$ cat config.mk
export PLATFORM = sky130hd
export DESIGN_NAME = sample_tx_buffer
export DESIGN_NICKNAME = d
export VERILOG_FILES = /design/src/rtl/sample_tx_buffer.sv
export SDC_FILE = /design/constraint.sdc
export NUM_CORES = 1
export LEC_CHECK = 0
export ABC_CLOCK_PERIOD_IN_PS = 4100
export CAP_MARGIN = 20
export CORE_MARGIN = 1
export CORE_UTILIZATION = 61
export CTS_BUF_LIST = sky130_fd_sc_hd__clkbuf_16
export DETAILED_ROUTE_END_ITERATION = 10
export HOLD_SLACK_MARGIN = 0.1
export PLACE_DENSITY = 0.79
export SLEW_MARGIN = 10
export SYNTH_ARGS = -nofsm -noshare
export SYNTH_HDL_FRONTEND = slang
export SYNTH_SLANG_ARGS = --single-unit
$ cat constraint.sdc
create_clock -name in_clk -period 4.1 [get_ports in_clk]
set_input_delay 0.41 -clock in_clk [delete_from_list [all_inputs] [get_ports in_clk]]
set_output_delay 0.41 -clock in_clk [all_outputs]
set_load 0.01 [all_outputs]
$ cat src/rtl/sample_tx_buffer.sv
// sample_tx_buffer: FIFO of BPS-bit samples drained LSB byte first into a
// UART transmitter through a start-strobe / busy / done handshake.
//
// state       | meaning
// ------------+-----------------------------------------------------------
// S_IDLE      | waiting for a queued sample and an idle transmitter; pops
// S_SEND      | byte ready in shift register, strobe once tx_busy is low
// S_WAIT_DONE | byte handed off, waiting for tx_done to advance or finish
module sample_tx_buffer #(
    parameter  int BPS   = 16,
    parameter  int DEPTH = 16,
    localparam int AW    = $clog2(DEPTH)
) (
    input  logic           in_clk,
    input  logic           in_rst,
    input  logic           in_sample_ready,
    input  logic [BPS-1:0] in_sample,
    input  logic           tx_busy,
    input  logic           tx_done,
    output logic [7:0]     out_uart_frame,
    output logic           out_ready,
    output logic           out_full,
    output logic           out_empty,
    output logic [AW:0]    out_count,
    output logic           out_overflow
);

    localparam int BYTES = BPS / 8;
    localparam int BIW   = (BYTES > 1) ? $clog2(BYTES) : 1;

    typedef enum logic [1:0] {
        S_IDLE      = 2'd0,
        S_SEND      = 2'd1,
        S_WAIT_DONE = 2'd2
    } state_t;

    state_t           r_state;
    state_t           w_state_nxt;

    logic [BPS-1:0]   r_mem [DEPTH];
    logic [AW-1:0]    r_wr_ptr;
    logic [AW-1:0]    r_rd_ptr;
    logic [AW:0]      r_count;
    logic [AW:0]      w_count_nxt;
    logic             r_full;
    logic             r_empty;
    logic             r_overflow;

    logic [BPS-1:0]   r_shift;
    logic [BIW-1:0]   r_byte_idx;
    logic [7:0]       r_frame;
    logic             r_ready;

    logic             w_full;
    logic             w_empty;
    logic             w_pop;
    logic             w_wr;
    logic             w_ovf;
    logic             w_last;
    logic             w_load;
    logic             w_strobe;
    logic             w_shift;

    // Occupancy decode from the authoritative count register
    assign w_full  = (r_count == (AW+1)'(DEPTH));
    assign w_empty = (r_count == '0);
    assign w_last  = (r_byte_idx == BIW'(BYTES - 1));

    // A pop only ever happens from IDLE, which lets a write at full proceed
    assign w_pop = (r_state == S_IDLE) && !w_empty && !tx_busy;
    assign w_wr  = in_sample_ready && (!w_full || w_pop);
    assign w_ovf = in_sample_ready && w_full && !w_pop;

    // Next occupancy for the count and the registered full/empty flags
    always_comb begin
        w_count_nxt = r_count;
        case ({w_wr, w_pop})
            2'b10:   w_count_nxt = r_count + (AW+1)'(1);
            2'b01:   w_count_nxt = r_count - (AW+1)'(1);
            default: w_count_nxt = r_count;
        endcase
    end

    // FIFO storage; contents need no reset since pointers define validity
    always_ff @(posedge in_clk) begin
        if (w_wr) begin
            r_mem[r_wr_ptr] <= in_sample;
        end
    end

    // FIFO pointers, count and registered status flags
    always_ff @(posedge in_clk or posedge in_rst) begin
        if (in_rst) begin
            r_wr_ptr   <= '0;
            r_rd_ptr   <= '0;
            r_count    <= '0;
            r_full     <= 1'b0;
            r_empty    <= 1'b1;
            r_overflow <= 1'b0;
        end else begin
            if (w_wr) begin
                r_wr_ptr <= r_wr_ptr + AW'(1);
            end
            if (w_pop) begin
                r_rd_ptr <= r_rd_ptr + AW'(1);
            end
            r_count    <= w_count_nxt;
            r_full     <= (w_count_nxt == (AW+1)'(DEPTH));
            r_empty    <= (w_count_nxt == '0);
            r_overflow <= w_ovf;
        end
    end

    // Serializer state register
    always_ff @(posedge in_clk or posedge in_rst) begin
        if (in_rst) begin
            r_state <= S_IDLE;
        end else begin
            r_state <= w_state_nxt;
        end
    end

    // Serializer next-state logic
    always_comb begin
        w_state_nxt = r_state;
        case (r_state)
            S_IDLE: begin
                if (w_pop) begin
                    w_state_nxt = S_SEND;
                end
            end
            S_SEND: begin
                if (!tx_busy) begin
                    w_state_nxt = S_WAIT_DONE;
                end
            end
            S_WAIT_DONE: begin
                if (tx_done) begin
                    w_state_nxt = w_last ? S_IDLE : S_SEND;
                end
            end
            default: w_state_nxt = S_IDLE;
        endcase
    end

    // Serializer control decode
    always_comb begin
        w_load   = 1'b0;
        w_strobe = 1'b0;
        w_shift  = 1'b0;
        case (r_state)
            S_IDLE:      w_load   = w_pop;
            S_SEND:      w_strobe = !tx_busy;
            S_WAIT_DONE: w_shift  = tx_done && !w_last;
            default: ;
        endcase
    end

    // Shift register, byte index and registered transmitter outputs
    always_ff @(posedge in_clk or posedge in_rst) begin
        if (in_rst) begin
            r_shift    <= '0;
            r_byte_idx <= '0;
            r_frame    <= 8'h00;
            r_ready    <= 1'b0;
        end else begin
            r_ready <= w_strobe;
            if (w_load) begin
                r_shift    <= r_mem[r_rd_ptr];
                r_byte_idx <= '0;
            end else if (w_shift) begin
                r_shift    <= r_shift >> 8;
                r_byte_idx <= r_byte_idx + BIW'(1);
            end
            if (w_strobe) begin
                r_frame <= r_shift[7:0];
            end
        end
    end

    assign out_uart_frame = r_frame;
    assign out_ready      = r_ready;
    assign out_full       = r_full;
    assign out_empty      = r_empty;
    assign out_count      = r_count;
    assign out_overflow   = r_overflow;

endmodule

**After elaboration in Yosys (flattened, before gate mapping)**

Memory sizes are Yosys's and may differ from the RTL's.
Index checks and enable logic that the tools add are counted.

- $add $sub $neg: 5
- Eq/ne operators: 9
- Mux-type cells: 15
- Reductions and logical operators: 17

Operators with widths:

| operator | number |
|---|---|
| two-way mux 16 bit | 2 |
| == test 5 bit (second input constant) | 2 |
| zero test 5 bit | 2 |
| one-hot mux 5 bit (2 select lines) | 1 |
| adder 4 x 1 -> 4 bit (second input constant) | 2 |
| two-way mux 1 bit | 8 |
| logical AND 1 bit | 6 |
| two-way mux 2 bit | 3 |
| != test 2 bit (second input constant) | 3 |
| one-hot mux 2 bit (3 select lines) | 1 |
| adder 5 x 1 -> 5 bit (second input constant) | 1 |
| zero test 1 bit | 5 |
| subtractor 5 x 1 -> 5 bit (second input constant) | 1 |
| == test 2 x 1 -> 1 bit (second input constant) | 2 |
| == test 2 bit (second input constant) | 2 |
| AND reduction 3 bit | 1 |
| zero test 2 bit | 1 |
| nonzero test 2 bit | 1 |
| adder 1 bit (second input constant) | 1 |
| logical OR 1 bit | 1 |

- Flip-flop bits (word level): 44
- RAM bits: 256
- Input port bits: 21
- Output and inout bits: 17
- Word-level logic and storage cells: 58
- Memories kept: 1

Memory list:

| name | words | width | rd ports | clocked after memory_dff | wr ports | line | text |
|---|---|---|---|---|---|---|---|
| r_mem | 16 | 16 | 1 | 0 | 1 | 40 | `logic [BPS-1:0] r_mem [DEPTH];` |

**Depth between registers and ports, before layout**

- Depth in word-level cells: 9
- Mapped depth: 12
- Gate-level depth less buffers: 11

**Worst setup path after synthesis**

No wires, ideal clock.

- Path type: input to register
- Start: in in_sample_ready
- End: mem r_mem[3][0], enable pin
- Library setup time: 0.409 ns
- Arrival time: 2.634 ns
- Data required time: 3.691 ns
- Slack: 1.057 ns
- Stages: 6
- Path buffers: 3
- Path through: clkbuf_1 -> clkbuf_1 -> o21a_1 -> clkbuf_1 -> nand2_1 -> nor3_1

- Cells in the longest elaborated chain, start to end: 3

RTL lines:

| item | line | text |
|---|---|---|
| start: declaration | 16 | `input logic in_sample_ready,` |
| logical AND 1 bit | 71 | `assign w_wr = in_sample_ready && (!w_full \|\| w_pop);` |
| two-way mux 1 bit | 86 | `if (w_wr) begin` |
| two-way mux 1 bit (implied by the code) | 87 | `r_mem[r_wr_ptr] <= in_sample;` |
| end: declaration | 40 |  |

Every way passes these cells.

**Final worst setup path**

- Start: reg r_count[1] (netlist: out_count[1])
- End: reg r_full (netlist: out_full)

- Cells in the longest elaborated chain, start to end: 9
- Elaborated cells between the ends (all ways): 14
- Those cells by class: add/sub (2); eq/ne (4); mux (1); reduce/logical (7)

RTL lines:

| item | line | text |
|---|---|---|
| start: declaration | 43 | `logic [AW:0] r_count;` |
| start signal: assignment | 107 | `r_count <= w_count_nxt;` |
| zero test 5 bit | 66 | `assign w_empty = (r_count == '0);` |
| zero test 1 bit | 70 | `assign w_pop = (r_state == S_IDLE) && !w_empty && !tx_busy;` |
| logical AND 1 bit (2 in series) | 70 |  |
| logical OR 1 bit | 71 |  |
| logical AND 1 bit | 71 |  |
| == test 2 x 1 -> 1 bit or == test 2 bit (tied branches) | 77 | `case ({w_wr, w_pop})` |
| one-hot mux 5 bit (2 select lines) (*) | 77 |  |
| == test 5 bit (*) | 108 | `r_full <= (w_count_nxt == (AW+1)'(DEPTH));` |
| end signal: assignment | 108 |  |
| end: declaration | 45 | `logic r_full;` |

Every way passes the cells marked *; elsewhere a longest branch is shown, timed or not.
A chain may end at the register's enable or synchronous reset.

==> run metrics <==
Synth warnings=0; Synth Cell Area=between 10000 and 15000 µm²; commonest non-fill, non-tap cell in the layout=edfxtp_1; Synth Flop Type=edfxtp_1; Async S/R FF share, synth=14.7%; gp weighted congestion=0.857; Crit Path Max Fanout=10; number of diodes=0; Total GRT Usage=between 20 and 30%; core footprint=about 19000 µm²; pin count of the biggest net entering global routing=45; Clock Pin Slew Worst Setup and Hold Paths=approximately 0.06 ns; cts hold-fix bufs=0; setup TNS=0 ns; Clock Latency Late Sink=0.53 ns; worst slew pin tran=~1.1 ns; Max-cap violations=0; Hold WC Path Type=in2async; vias per inst=about 6.6; NetSw=around 2800 µW; clock root buffer=clkbuf_16; simple-gate share of the synthesized area=approximately 3.5%; Crit path max-delay family=simple AND/OR/NAND/NOR gates; vias in the first global route=6035; cts bufs inserted=29; die area=about 20000 µm²; Synth Area in XOR/XNOR=0.661%; final setup fails=0; P&R area growth vs syn=14.2%; postcts setup bufs=0; power share of the clock group=26.9%; internal power=6560 µW; CP max stage delay=between 0.6 and 0.7 ns; drt initial violations=between 600 and 700; IO buf count=37; Critical Path AT=roughly 3.7 ns; CP bufs+invs=0; Util after Layout=between 70% and 80%; CTS sink count=300; # DRC=0; RSZ-0062 raised after global routing=no; chip width=about 140 µm; final layout net count=approximately 680; WS Path Type=reg2reg; CTS Buffer Depth=3; final period utilization=between 70% and 80%; Critical Path Sink Type=flip-flop; reg2reg setup slack=0.90 ns; H-Tree Depth=1; global route overflow=0; Detail Route Antenna Nets=0; Compound-Gate Fraction of Synth Area=3.69%; Power Total=9320 µW; dpl cell area=around 13000 µm²; flops & latches, synth=300; share of cells above drive strength 1=between 20% and 30%; final slew viol count=0; sequential fraction of the synthesis area=roughly three quarters; Net Count, Synth=a little over 600; crit start category=flip-flop; sequential power share=46.5%; Die H=~140 µm; FMAX=312 MHz; CTS tree=built; I/O pin count=38; global-route wire length before repair=approximately 38000 µm; maximum vdd drop=around 400 µV; Net Sw Frac=between 20% and 30%; largest family of logic cells by synthesized area=multiplexers; Distinct cells, synth=around 50; Post-DP HPWL=around 15000 µm; via count=about 6000; status=finished clean; drt wl/cell=26.7 µm; synthesized area per cell=roughly 20 µm²; drt pass-1 iters=4; Synth Area in Adders=less than 1%; Leak Pwr=around 0.0045 µW; Synth Instances=slightly below 600; commonest cells after routing, fill and taps aside=256 x edfxtp_1, 73 x mux4_2, 40 x dfrtp_1; CP required=about 4.6 ns; pwr/cell area=roughly 700 nW/µm²; PostCTS Resize Cnt=0; initial antenna violation count=0; clk_skew=0.0115 ns; Logic pwr share=26.7%; relative slew slack=between 20 and 30%; fraction of synthesized area in multiplexers=around 15%; Tmin final=between 3 and 4 ns; Rows=50; WL final=around 24000 µm; Post-synth EDFFs=roughly 260; critical path's slowest cell=or4_1; worst path cell trace=or4_1, nor2_1, or3_1, nand2_1, ha_1, or4_1, nor4_1, nor3_1, a221o_1, nor3_1; Initial Utilization=around 63%; Fin. Hold Viols=0; Finished Cell Area=13400 µm²
## sequential cells by signal, summed over array words and instances (netlist names)
| signal | flops |
|---|---|
| r_mem | 256 |
| r_shift | 16 |
| out_uart_frame | 8 |
| out_count | 5 |
| r_rd_ptr | 4 |
| r_wr_ptr | 4 |
| r_state | 2 |
| out_empty | 1 |
| out_full | 1 |
| out_overflow | 1 |
| out_ready | 1 |
| r_byte_idx | 1 |
## final timing paths
kind | endpoint | from | cells past startpoint
min in group in_clk | out_uart_frame[4]$_DFFE_PP0P_ | out_uart_frame[4]$_DFFE_PP0P_ | 1
min | out_count[4]$_DFF_PP0_ | in_rst | 2
min reg2reg | out_uart_frame[4]$_DFFE_PP0P_ | out_uart_frame[4]$_DFFE_PP0P_ | 1
max | out_full$_DFF_PP0_ | out_count[1]$_DFF_PP0_ | 10
max in group asynchronous | r_rd_ptr[1]$_DFFE_PP0N_ | in_rst | 2
max reg2reg | out_full$_DFF_PP0_ | out_count[1]$_DFF_PP0_ | 10
## through the flow
stage	hold slack (ns)	setup slack (ns)	cells
2_1_floorplan	0.459	1.06	590
3_3_place_gp	0.469	0.942	851
3_5_place_dp	0.497	0.749	851
4_1_cts	0.405	0.983	903
5_1_grt	0.465	0.730	903
6_report	0.380	0.896	903
## synthesized netlist by cell type (3+ instances only)
master	count	share of area, %
buf_2	3	0.13
clkbuf_1	21	0.67
mux4_2	73	14
mux2i_1	4	0.34
dfrtp_1	43	9.2
nor2_1	31	0.99
a22o_1	8	0.60
or3_1	3	0.16
o21ai_0	3	0.13
buf_1	8	0.26
mux2_2	9	0.86
inv_1	8	0.26
a22oi_1	12	0.77
ha_1	6	0.64
xnor2_1	6	0.45
nand2_1	19	0.61
or4_1	3	0.19
nand4_1	3	0.16
nor3_1	14	0.60
edfxtp_1	256	66
a21oi_1	22	0.94
## power by group through the flow
| stage | sequential, µW | clock, µW | combinational (µW) |
|---|---|---|---|
| detailed placement | 4390 | 0 | 2470 |
| global placement | 4360 | 0 | 2400 |
| CTS | 4340 | 2540 | 2490 |
| global route | 4410 | 2660 | 2650 |
| finish | 4330 | 2500 | 2490 |
| floorplan | 4040 | 0 | 1920 |
## metal layers
layer	GRT usage, %	wire (µm)	up-vias
met3	4.21	1850	37
met1	38.4	9820	3160
li1	-	-	2520
met2	41.2	11900	287
met5	0	0	-
met4	7.15	512	0
## cells by family after synthesis
kind of cell               count (synthesis)
muxes                                     86
buffers and inverters                     41
adders and majority gates                  6
DFF                                      300
AOI/OAI and AO/OA                         63
and+or+nand+nor                           86
xor gates and xnor gates                   8
## area by class of cell
cell class | count | area [µm²]
repair buffers | 60 | 556
flip-flops and latches | 300 | 8800
well taps | 234 | 293
clock buffers | 29 | 726
multi-input cells | 249 | 2830
inverters | 8 | 30.0
fillers | 1092 | 5370
clock inverters | 23 | 171
Power figures use the tool's default switching activity.
